**src/rtl/pipe_ctrl_pkg.sv**
```systemverilog
// pipes: shared types and default sizes for the pipe_ctrl pipeline skeleton.
// Contents:
//   DEF_*        default parameter values used by pipe_ctrl / pipe_slot
//   stage_idx_t  index of a pipeline slot (0 = youngest)
//   pipe_cnt_t   performance counter word
//   pipe_slot_t  {valid, data} content of one slot at the default width
package pipes;

  localparam int DEF_NSTAGE = 5;
  localparam int DEF_W      = 64;
  localparam int DEF_CNT_W  = 64;

  typedef logic [$clog2(DEF_NSTAGE)-1:0] stage_idx_t;
  typedef logic [DEF_CNT_W-1:0]          pipe_cnt_t;

  typedef struct packed {
    logic             valid;
    logic [DEF_W-1:0] data;
  } pipe_slot_t;

endpackage

```
**src/rtl/pipe_ctrl_slot.sv**
```systemverilog
// pipe_slot: one pipeline slot register (valid + payload).
// Ports:
//   clk, reset      clock, asynchronous active-low reset
//   hold            keep current content (unless killed)
//   bubble          load an empty slot instead of the incoming content
//   kill            invalidate the next state; overrides hold
//   in_valid/in_data  content offered by the younger neighbour (or producer)
//   valid/data      current slot content
module pipe_slot
  import pipes::*;
#(
  parameter int W           = DEF_W,
  parameter bit ZERO_BUBBLE = 1'b1
) (
  input  logic         clk,
  input  logic         reset,
  input  logic         hold,
  input  logic         bubble,
  input  logic         kill,
  input  logic         in_valid,
  input  logic [W-1:0] in_data,
  output logic         valid,
  output logic [W-1:0] data
);

  typedef struct packed {
    logic         valid;
    logic [W-1:0] data;
  } slot_t;

  slot_t slot_reg;
  slot_t slot_next;

  always_comb begin
    slot_next = slot_reg;
    if (!hold) begin
      slot_next.valid = in_valid & ~bubble;
      slot_next.data  = in_data;
    end
    if (kill) begin
      slot_next.valid = 1'b0;
    end
    // An empty slot never exposes stale payload when zeroing is enabled.
    if (ZERO_BUBBLE && !slot_next.valid) begin
      slot_next.data = '0;
    end
  end

  always_ff @(posedge clk or negedge reset) begin
    if (!reset) begin
      slot_reg <= '0;
    end else begin
      slot_reg <= slot_next;
    end
  end

  assign valid = slot_reg.valid;
  assign data  = slot_reg.data;

endmodule

```
**src/rtl/pipe_ctrl.sv**
```systemverilog
// pipe_ctrl: N-stage in-order pipeline skeleton with stall, bubble and
// flush control plus cycle/retire/stall counters.
// Ports:
//   clk, reset           clock, asynchronous active-low reset
//   in_valid/in_data     producer payload; in_ready = slot 0 accepts
//   stall_req[i]         stage i cannot advance its content
//   flush_req[i]         kill everything younger than stage i
//   cnt_clr              synchronous clear of all counters
//   stage_valid/data     per-slot content, slot i at data[i*W +: W]
//   stage_hold           per-slot effective hold
//   out_valid/out_data   oldest slot retires this cycle
//   cycle_cnt/instr_cnt/stall_cnt  performance counters
module pipe_ctrl
  import pipes::*;
#(
  parameter int NSTAGE      = DEF_NSTAGE,
  parameter int W           = DEF_W,
  parameter int CNT_W       = DEF_CNT_W,
  parameter bit COLLAPSE    = 1'b0,
  parameter bit ZERO_BUBBLE = 1'b1
) (
  input  logic                clk,
  input  logic                reset,
  input  logic                in_valid,
  input  logic [W-1:0]        in_data,
  output logic                in_ready,
  input  logic [NSTAGE-1:0]   stall_req,
  input  logic [NSTAGE-1:0]   flush_req,
  input  logic                cnt_clr,
  output logic [NSTAGE-1:0]   stage_valid,
  output logic [NSTAGE*W-1:0] stage_data,
  output logic [NSTAGE-1:0]   stage_hold,
  output logic                out_valid,
  output logic [W-1:0]        out_data,
  output logic [CNT_W-1:0]    cycle_cnt,
  output logic [CNT_W-1:0]    instr_cnt,
  output logic [CNT_W-1:0]    stall_cnt
);

  localparam logic [CNT_W-1:0] CNT_ONE = {{(CNT_W-1){1'b0}}, 1'b1};

  logic [NSTAGE-1:0] hold;
  logic [NSTAGE-1:0] kill;
  logic              accept;

  // Hold propagates from the oldest slot towards the youngest. In collapse
  // mode an empty slot breaks the chain so younger content can fill it.
  always_comb begin
    logic acc;
    hold = '0;
    acc  = 1'b0;
    for (int i = NSTAGE - 1; i >= 0; i--) begin
      if (COLLAPSE) begin
        acc = stage_valid[i] & (stall_req[i] | acc);
      end else begin
        acc = stall_req[i] | acc;
      end
      hold[i] = acc;
    end
  end

  // A flush from any older stage kills the slot outright; a slot's own flush
  // only kills the younger content that would move into it.
  always_comb begin
    logic older_flush;
    kill        = '0;
    older_flush = 1'b0;
    for (int i = NSTAGE - 1; i >= 0; i--) begin
      kill[i]     = older_flush | (flush_req[i] & ~hold[i]);
      older_flush = older_flush | flush_req[i];
    end
  end

  assign in_ready   = reset & ~hold[0] & ~(|flush_req);
  assign accept     = in_valid & in_ready;
  assign stage_hold = reset ? hold : '0;

  for (genvar gi = 0; gi < NSTAGE; gi++) begin : g_slot
    logic         prev_valid;
    logic [W-1:0] prev_data;
    logic         prev_hold;

    if (gi == 0) begin : g_head
      assign prev_valid = accept;
      assign prev_data  = in_data;
      assign prev_hold  = 1'b0;
    end else begin : g_body
      assign prev_valid = stage_valid[gi-1];
      assign prev_data  = stage_data[(gi-1)*W +: W];
      assign prev_hold  = hold[gi-1];
    end

    pipe_slot #(
      .W           (W),
      .ZERO_BUBBLE (ZERO_BUBBLE)
    ) u_slot (
      .clk      (clk),
      .reset    (reset),
      .hold     (hold[gi]),
      .bubble   (prev_hold),
      .kill     (kill[gi]),
      .in_valid (prev_valid),
      .in_data  (prev_data),
      .valid    (stage_valid[gi]),
      .data     (stage_data[gi*W +: W])
    );
  end

  assign out_valid = stage_valid[NSTAGE-1] & ~stall_req[NSTAGE-1];
  assign out_data  = stage_data[(NSTAGE-1)*W +: W];

  always_ff @(posedge clk or negedge reset) begin
    if (!reset) begin
      cycle_cnt <= '0;
      instr_cnt <= '0;
      stall_cnt <= '0;
    end else if (cnt_clr) begin
      cycle_cnt <= '0;
      instr_cnt <= '0;
      stall_cnt <= '0;
    end else begin
      cycle_cnt <= cycle_cnt + CNT_ONE;
      if (out_valid) begin
        instr_cnt <= instr_cnt + CNT_ONE;
      end
      if (hold[0]) begin
        stall_cnt <= stall_cnt + CNT_ONE;
      end
    end
  end

endmodule

```
**config.mk**
```make
export PLATFORM = sky130hd
export DESIGN_NAME = pipe_ctrl
export DESIGN_NICKNAME = d
export VERILOG_FILES = /design/src/rtl/pipe_ctrl_pkg.sv /design/src/rtl/pipe_ctrl_slot.sv /design/src/rtl/pipe_ctrl.sv
export SDC_FILE = /design/constraint.sdc
export NUM_CORES = 1
export LEC_CHECK = 0
export CELL_PAD_IN_SITES_DETAIL_PLACEMENT = 1
export CELL_PAD_IN_SITES_GLOBAL_PLACEMENT = 1
export CORE_AREA = 2 2 260 262
export DETAILED_ROUTE_END_ITERATION = 8
export DIE_AREA = 0 0 262 264
export PLACE_DENSITY = 0.89
export SLEW_MARGIN = 20
export SYNTH_ARGS = -nofsm -noshare
export SYNTH_HDL_FRONTEND = slang
export SYNTH_SLANG_ARGS = --single-unit
```
**constraint.sdc**
```tcl
create_clock -name clk -period 8.4 [get_ports clk]
set_clock_uncertainty 0.1 [all_clocks]
set_input_delay 2.52 -clock clk [delete_from_list [all_inputs] [get_ports clk]]
set_output_delay 2.52 -clock clk [all_outputs]
set_load 0.03 [all_outputs]
```
# Word level (Yosys, flattened, before mapping)
# Cells that the tools add are included.
[classes]
n_eq_ne = 5
order_cmp = 0
multipliers = 0
shift = 0
mux = 21
n_bitwise = 30
div = 0
n_reduce_logical = 3
addsub = 3
[ops]
columns = ["operator", "n"]
rows = [
  ["2-to-1 mux 64 bit", 10],
  ["2-to-1 mux 65 bit", 5],
  ["adder 64 x 1 -> 64 bit, second input constant", 3],
  ["bitwise AND 1 bit", 13],
  ["OR 1 bit", 11],
  ["!= test 2 bit, second input constant", 5],
  ["inverter 1 bit", 6],
  ["2-to-1 mux 1 bit", 5],
  ["2-to-1 mux 5 bit", 1],
  ["OR reduction 5 bit", 1],
  ["nonzero test 2 bit", 2],
]
[totals]
inputBits = 78
latch_bits = 0
ramBits = 0
rom_bits = 0
memories = 0
output_inout_bits = 588
ff_bits = 517

# Logic depth before layout (Yosys ltp)
[logic_depth]
depth_word = 11
mapped_depth = 9
mapped_depth_nobuf = 6

# Modules after synthesis
# From an unflattened synthesis, not the netlist that was laid out.
[hier_totals]
hier_cells = 1943
area_unflattened_um2 = 22947.0
[modules_own_cells]
columns = ["module", "instances", "area_per_inst_um2", "cells_each"]
rows = [
  ["pipe_slot", 5, 2443.6, 148],
  ["pipe_ctrl", 1, 10729.0, 1203],
]

# Least setup slack after synthesis
# OpenSTA, ideal clock, no wires.
[synth_path]
path_type = "input to output"
from = "input stall_req[4]"
to = "output in_ready"
path_stages = 4
t_required_ns = 5.780
arrival_time_ns = 4.459
slack_ns = 1.321
n_path_buf = 2
path_cell_list = "clkbuf_1 or4_1 buf_2 nor4_1"
[synth_between]
elab_chain_len = 7
[synth_rtl]
columns = ["element", "line_no", "text"]
rows = [
  ["start, declared", "pipe_ctrl.sv:27", "input logic [NSTAGE-1:0] stall_req,"],
  ["OR 1 bit (4 in a row)", "pipe_ctrl.sv:56", "acc = stall_req[i] | acc;"],
  ["inverter 1 bit", "pipe_ctrl.sv:74", "assign in_ready = reset & ~hold[0] & ~(|flush_req);"],
  ["bitwise AND 1 bit (2 in a row)", "pipe_ctrl.sv:74", ""],
  ["end, declared", "pipe_ctrl.sv:26", "output logic in_ready,"],
]
# No other way between the ends.

# Worst setup path in the final report
# Same ends and word-level chain as after synthesis.

==> results.sh <==
export IMPL_tritoncts_num_buffers=57
export IMPL_worstHoldStart="cycle_cnt[0]"
export IMPL_place_inst=3707
export IMPL_num_vias=21506
export IMPL_gp_routability_congestion=0.886
export IMPL_ys_seq_area_share_pct=56.6
export IMPL_synth_yosys_warnings=0
export IMPL_postCtsResizedCells=0
export IMPL_totalNegativeSetupSlack_ns=0
export IMPL_layout_nets=2975
export IMPL_crit_family="buffers and inverters"
export IMPL_synth_top_cells_by_area="sky130_fd_sc_hd__dfrtp_1 57%, sky130_fd_sc_hd__nand2_1 7.6%, sky130_fd_sc_hd__a21oi_1 6.1%"
export IMPL_report_final_slew_viol_count=0
export IMPL_detail_route_wl_per_cell_um=25.0
export IMPL_max_slew_margin_rel_pct=26.7
export IMPL_post_route_cells_drive_above_1_share_pct=5.13
export IMPL_vias_per_cell=5.63
export IMPL_layout_cells_non_filler=3817
export IMPL_postSynthCellCount=2343
export IMPL_syn_cell_area_um2=22800
export IMPL_clkLatencyLatePin_ns=0.61
export IMPL_worstPathCellList="clkdlybuf4s50_1 > or4_4 > nor4_1 > clkdlybuf4s50_1"
export IMPL_post_cts_buffers=0
export IMPL_highest_signal_layer="met5"
export IMPL_die_area_um2=69200
export IMPL_via_count_of_the_first_global_routing_pass=22585
export IMPL_routed_wl_met2_um=45500
export IMPL_worstSetupPathType="primary input to output port"
export IMPL_worst_path_largest_cell_delay_ns=0.77
export IMPL_drcViolationCount=0
export IMPL_synth_top_cell_by_area="sky130_fd_sc_hd__dfrtp_1"
export IMPL_tritoncts_clock_tree="yes"
export IMPL_cp_num_buf_inv=2
export IMPL_die_width_um=262
export IMPL_synth_ff_latch_count=517
export IMPL_period_minus_slack_ns=7.58
export IMPL_grt_overflow_total=0
export IMPL_antenna_found_initial=5
export IMPL_synth_nets=2424
export IMPL_timing_final_setup_violations=0
export IMPL_worstPathArrival_ns=4.96
export IMPL_io_pins=666
export IMPL_cp_data_required_time_ns=5.78
export IMPL_critPathLaunchType="primary input"
export IMPL_cp_startpoint="stall_req[4]"
export IMPL_cts_hold_fix_buffers=0
export IMPL_count_of_nets_left_with_antenna_violations_after_detail_routing=0
export IMPL_synth_lib_cells_used_distinct=51
export IMPL_synth_top_cell_area_share_pct=56.6
export IMPL_die_height_um=264
export IMPL_post_synth_edffs=0
export IMPL_cp_slowest_cell="sky130_fd_sc_hd__clkdlybuf4s50_1"
export IMPL_portion_of_the_clock_cycle_consumed_by_the_worst_path_in_the_final_layout_pct=90.3
export IMPL_cts_root_to_sink_buffers=3
export IMPL_cts_root_buf="sky130_fd_sc_hd__clkbuf_16"
export IMPL_tightest_slew_ns=1.09
export IMPL_wirelength_um=95600
export IMPL_cts_sink_count=517
export IMPL_outcome="completed"
export IMPL_finalHoldViolations=0
export IMPL_hold_path_class="flop to flop"
export IMPL_wl_met3_um=7050
export IMPL_initialDrtViolationCount=1729
export IMPL_relative_area_change_from_synthesis_to_final_layout_pct=39.3
export IMPL_crit_path_frequent_cell="sky130_fd_sc_hd__clkdlybuf4s50_1"
export IMPL_grt_first_pass_wirelength_um=144000
export IMPL_largest_net_degree_at_the_start_of_global_routing=179
export IMPL_p_leak_nw=12.3
export IMPL_rsz_0062_raised_after_global_routing="false"
export IMPL_report_power_total_mw=5.30
export IMPL_initial_cell_density_of_the_core_pct=34.3
export IMPL_fmaxAchievable_mhz=132
export IMPL_worst_setup_hold_path_clk_slew_ns=0.06
export IMPL_wl_met1_um=37700
export IMPL_post_synth_cell_area_avg_um2=9.75
export IMPL_htree_levels=2
export IMPL_row_count=95
export IMPL_worst_r2r_startpoint="stall_cnt[45]"
export IMPL_asyncSetResetFlopFracSynth_pct=100
export IMPL_ir_worst_vdd_v=0.000150
export IMPL_core_area_um2=66600
export IMPL_drt_pass1_iterations=5
export IMPL_detailed_place_hpwl_um=66400
export IMPL_grt_total_usage_pct=27.0
export IMPL_number_of_buffer_cells_added_on_primary_ports=665
export IMPL_ys_flop_type="sky130_fd_sc_hd__dfrtp_1"
export IMPL_finalCoreUtilization_pct=47.8
export IMPL_timing_max_cap_violations=0
export IMPL_critical_path_max_fanout=2
export IMPL_timing_critical_path_to_type="output port"
export IMPL_power_per_cell_area_nw_per_um2=166
[flip-flops by register name (all words and copies together) (netlist names)]
signal and cells:
cycle_cnt 64, g_slot.u_slot.valid 5, instr_cnt 64, stall_cnt 64, g_slot.u_slot.data 320
[path summary, 6_finish.rpt]
path,end,slack [ns],cells past startpoint
max reg2reg,stall_cnt[63],5.28,5
min reg2reg,cycle_cnt[0],0.40,1
max,in_ready,0.82,4
min in group asynchronous,cycle_cnt[59],1.70,1
max in group asynchronous,g_slot[0].u_slot.data[26],4.32,3
min,cycle_cnt[0],0.40,1
[cell type report]
class                           instances  area [µm²]
Fill cell                            7340       34700
Sequential cell                       517       12900
Multi-Input combinational cell       1599        8830
Timing Repair Buffer                  692        6910
Clock buffer                           88        1730
Tap cell                              873        1090
Clock inverter                         19         230
Inverter                               27         101
Antenna cell                            2        5.00
[cell usage after synthesis, types with 2 or more instances]
| cell type | n |
|---|---|
| sky130_fd_sc_hd__o21ai_0 | 56 |
| sky130_fd_sc_hd__nor4_1 | 39 |
| sky130_fd_sc_hd__clkbuf_1 | 113 |
| sky130_fd_sc_hd__ha_1 | 3 |
| sky130_fd_sc_hd__nor3_1 | 28 |
| sky130_fd_sc_hd__nor2_1 | 136 |
| sky130_fd_sc_hd__a21oi_1 | 280 |
| sky130_fd_sc_hd__buf_4 | 69 |
| sky130_fd_sc_hd__buf_2 | 10 |
| sky130_fd_sc_hd__o2111ai_1 | 3 |
| sky130_fd_sc_hd__nand4b_1 | 5 |
| sky130_fd_sc_hd__or4_1 | 34 |
| sky130_fd_sc_hd__and3_1 | 23 |
| sky130_fd_sc_hd__buf_1 | 7 |
| sky130_fd_sc_hd__nand2_1 | 462 |
| sky130_fd_sc_hd__a31o_2 | 3 |
| sky130_fd_sc_hd__dfrtp_1 | 517 |
| sky130_fd_sc_hd__o211ai_1 | 2 |
| sky130_fd_sc_hd__a211o_1 | 2 |
| sky130_fd_sc_hd__nand2b_1 | 3 |
| sky130_fd_sc_hd__nand4_1 | 72 |
| sky130_fd_sc_hd__or2_2 | 8 |
| sky130_fd_sc_hd__a22o_1 | 128 |
| sky130_fd_sc_hd__or3_1 | 59 |
| sky130_fd_sc_hd__o21a_1 | 4 |
| sky130_fd_sc_hd__xnor2_1 | 49 |
| sky130_fd_sc_hd__nand3_1 | 75 |
| sky130_fd_sc_hd__or4_4 | 2 |
| sky130_fd_sc_hd__and4_1 | 16 |
| sky130_fd_sc_hd__xor2_1 | 54 |
| sky130_fd_sc_hd__o31ai_1 | 22 |
| sky130_fd_sc_hd__nor4b_1 | 5 |
| sky130_fd_sc_hd__inv_1 | 26 |
| sky130_fd_sc_hd__and2_1 | 9 |
| sky130_fd_sc_hd__nor2b_1 | 3 |
[per-stage QoR]
| step | hold WS [ns] | setup WS (ns) | instance area (µm²) |
|---|---|---|---|
| 2_1_floorplan | 0.463 | 1.32 | 22800 |
| 3_3_place_gp | 0.395 | 0.859 | 29800 |
| 3_5_place_dp | 0.390 | 0.788 | 29800 |
| 4_1_cts | 0.406 | 0.767 | 31800 |
| 5_1_grt | 0.432 | 0.663 | 31800 |
| 6_report | 0.403 | 0.819 | 31800 |
[where the power goes]
part           leakage, nW  internal, mW  switching (mW)
combinational         4.06        0.0509           0.126
sequential            7.22          2.49         0.00423
clock                0.968          1.56            1.06
[kinds of logic after synthesis]
| group | count (synthesis) | synth area share [%] |
|---|---|---|
| AND/OR/NAND/NOR | 985 | 20.5 |
| XOR/XNOR | 103 | 3.95 |
| multiplexers | 1 | 0.0493 |
| AO/OA/AOI/OAI | 507 | 13.8 |
| adder cells (fa/ha/maj) | 3 | 0.164 |
| buffers and inverters | 227 | 4.95 |
| flip-flops | 517 | 56.6 |
[worst register-to-register path: stages, from the launching register on]
cell                      delay [ns]
sky130_fd_sc_hd__dfrtp_1        0.44
sky130_fd_sc_hd__nand4_1        0.42
sky130_fd_sc_hd__nor4_1         0.86
sky130_fd_sc_hd__nand3_1        0.49
sky130_fd_sc_hd__or4_1          0.59
sky130_fd_sc_hd__a21oi_1        0.15
[cells in the final DEF (no fill, tap or decap), types with 7 or more instances in the layout]
cell type and n:
sky130_fd_sc_hd__a21oi_1 280, sky130_fd_sc_hd__a22o_1 128, sky130_fd_sc_hd__and2_1 7, sky130_fd_sc_hd__and3_1 23
sky130_fd_sc_hd__and4_1 16, sky130_fd_sc_hd__buf_4 25, sky130_fd_sc_hd__clkbuf_1 15, sky130_fd_sc_hd__clkbuf_16 59
sky130_fd_sc_hd__clkbuf_8 14, sky130_fd_sc_hd__clkdlybuf4s50_1 662, sky130_fd_sc_hd__clkinv_2 11, sky130_fd_sc_hd__dfrtp_1 517
sky130_fd_sc_hd__inv_1 26, sky130_fd_sc_hd__nand2_1 462, sky130_fd_sc_hd__nand3_1 75, sky130_fd_sc_hd__nand4_1 72
sky130_fd_sc_hd__nor2_1 133, sky130_fd_sc_hd__nor3_1 28, sky130_fd_sc_hd__nor4_1 37, sky130_fd_sc_hd__o21ai_0 56
sky130_fd_sc_hd__o31ai_1 22, sky130_fd_sc_hd__or2_2 8, sky130_fd_sc_hd__or3_1 57, sky130_fd_sc_hd__or4_1 32
sky130_fd_sc_hd__xnor2_1 49, sky130_fd_sc_hd__xor2_1 54
[per-layer routing]
layer,vias to the layer above,track usage [%]
li1,9283,-
met1,11075,34.1
met2,860,43.4
met3,286,6.33
met4,2,13.5
met5,-,0
Power figures use the tool's default switching activity.
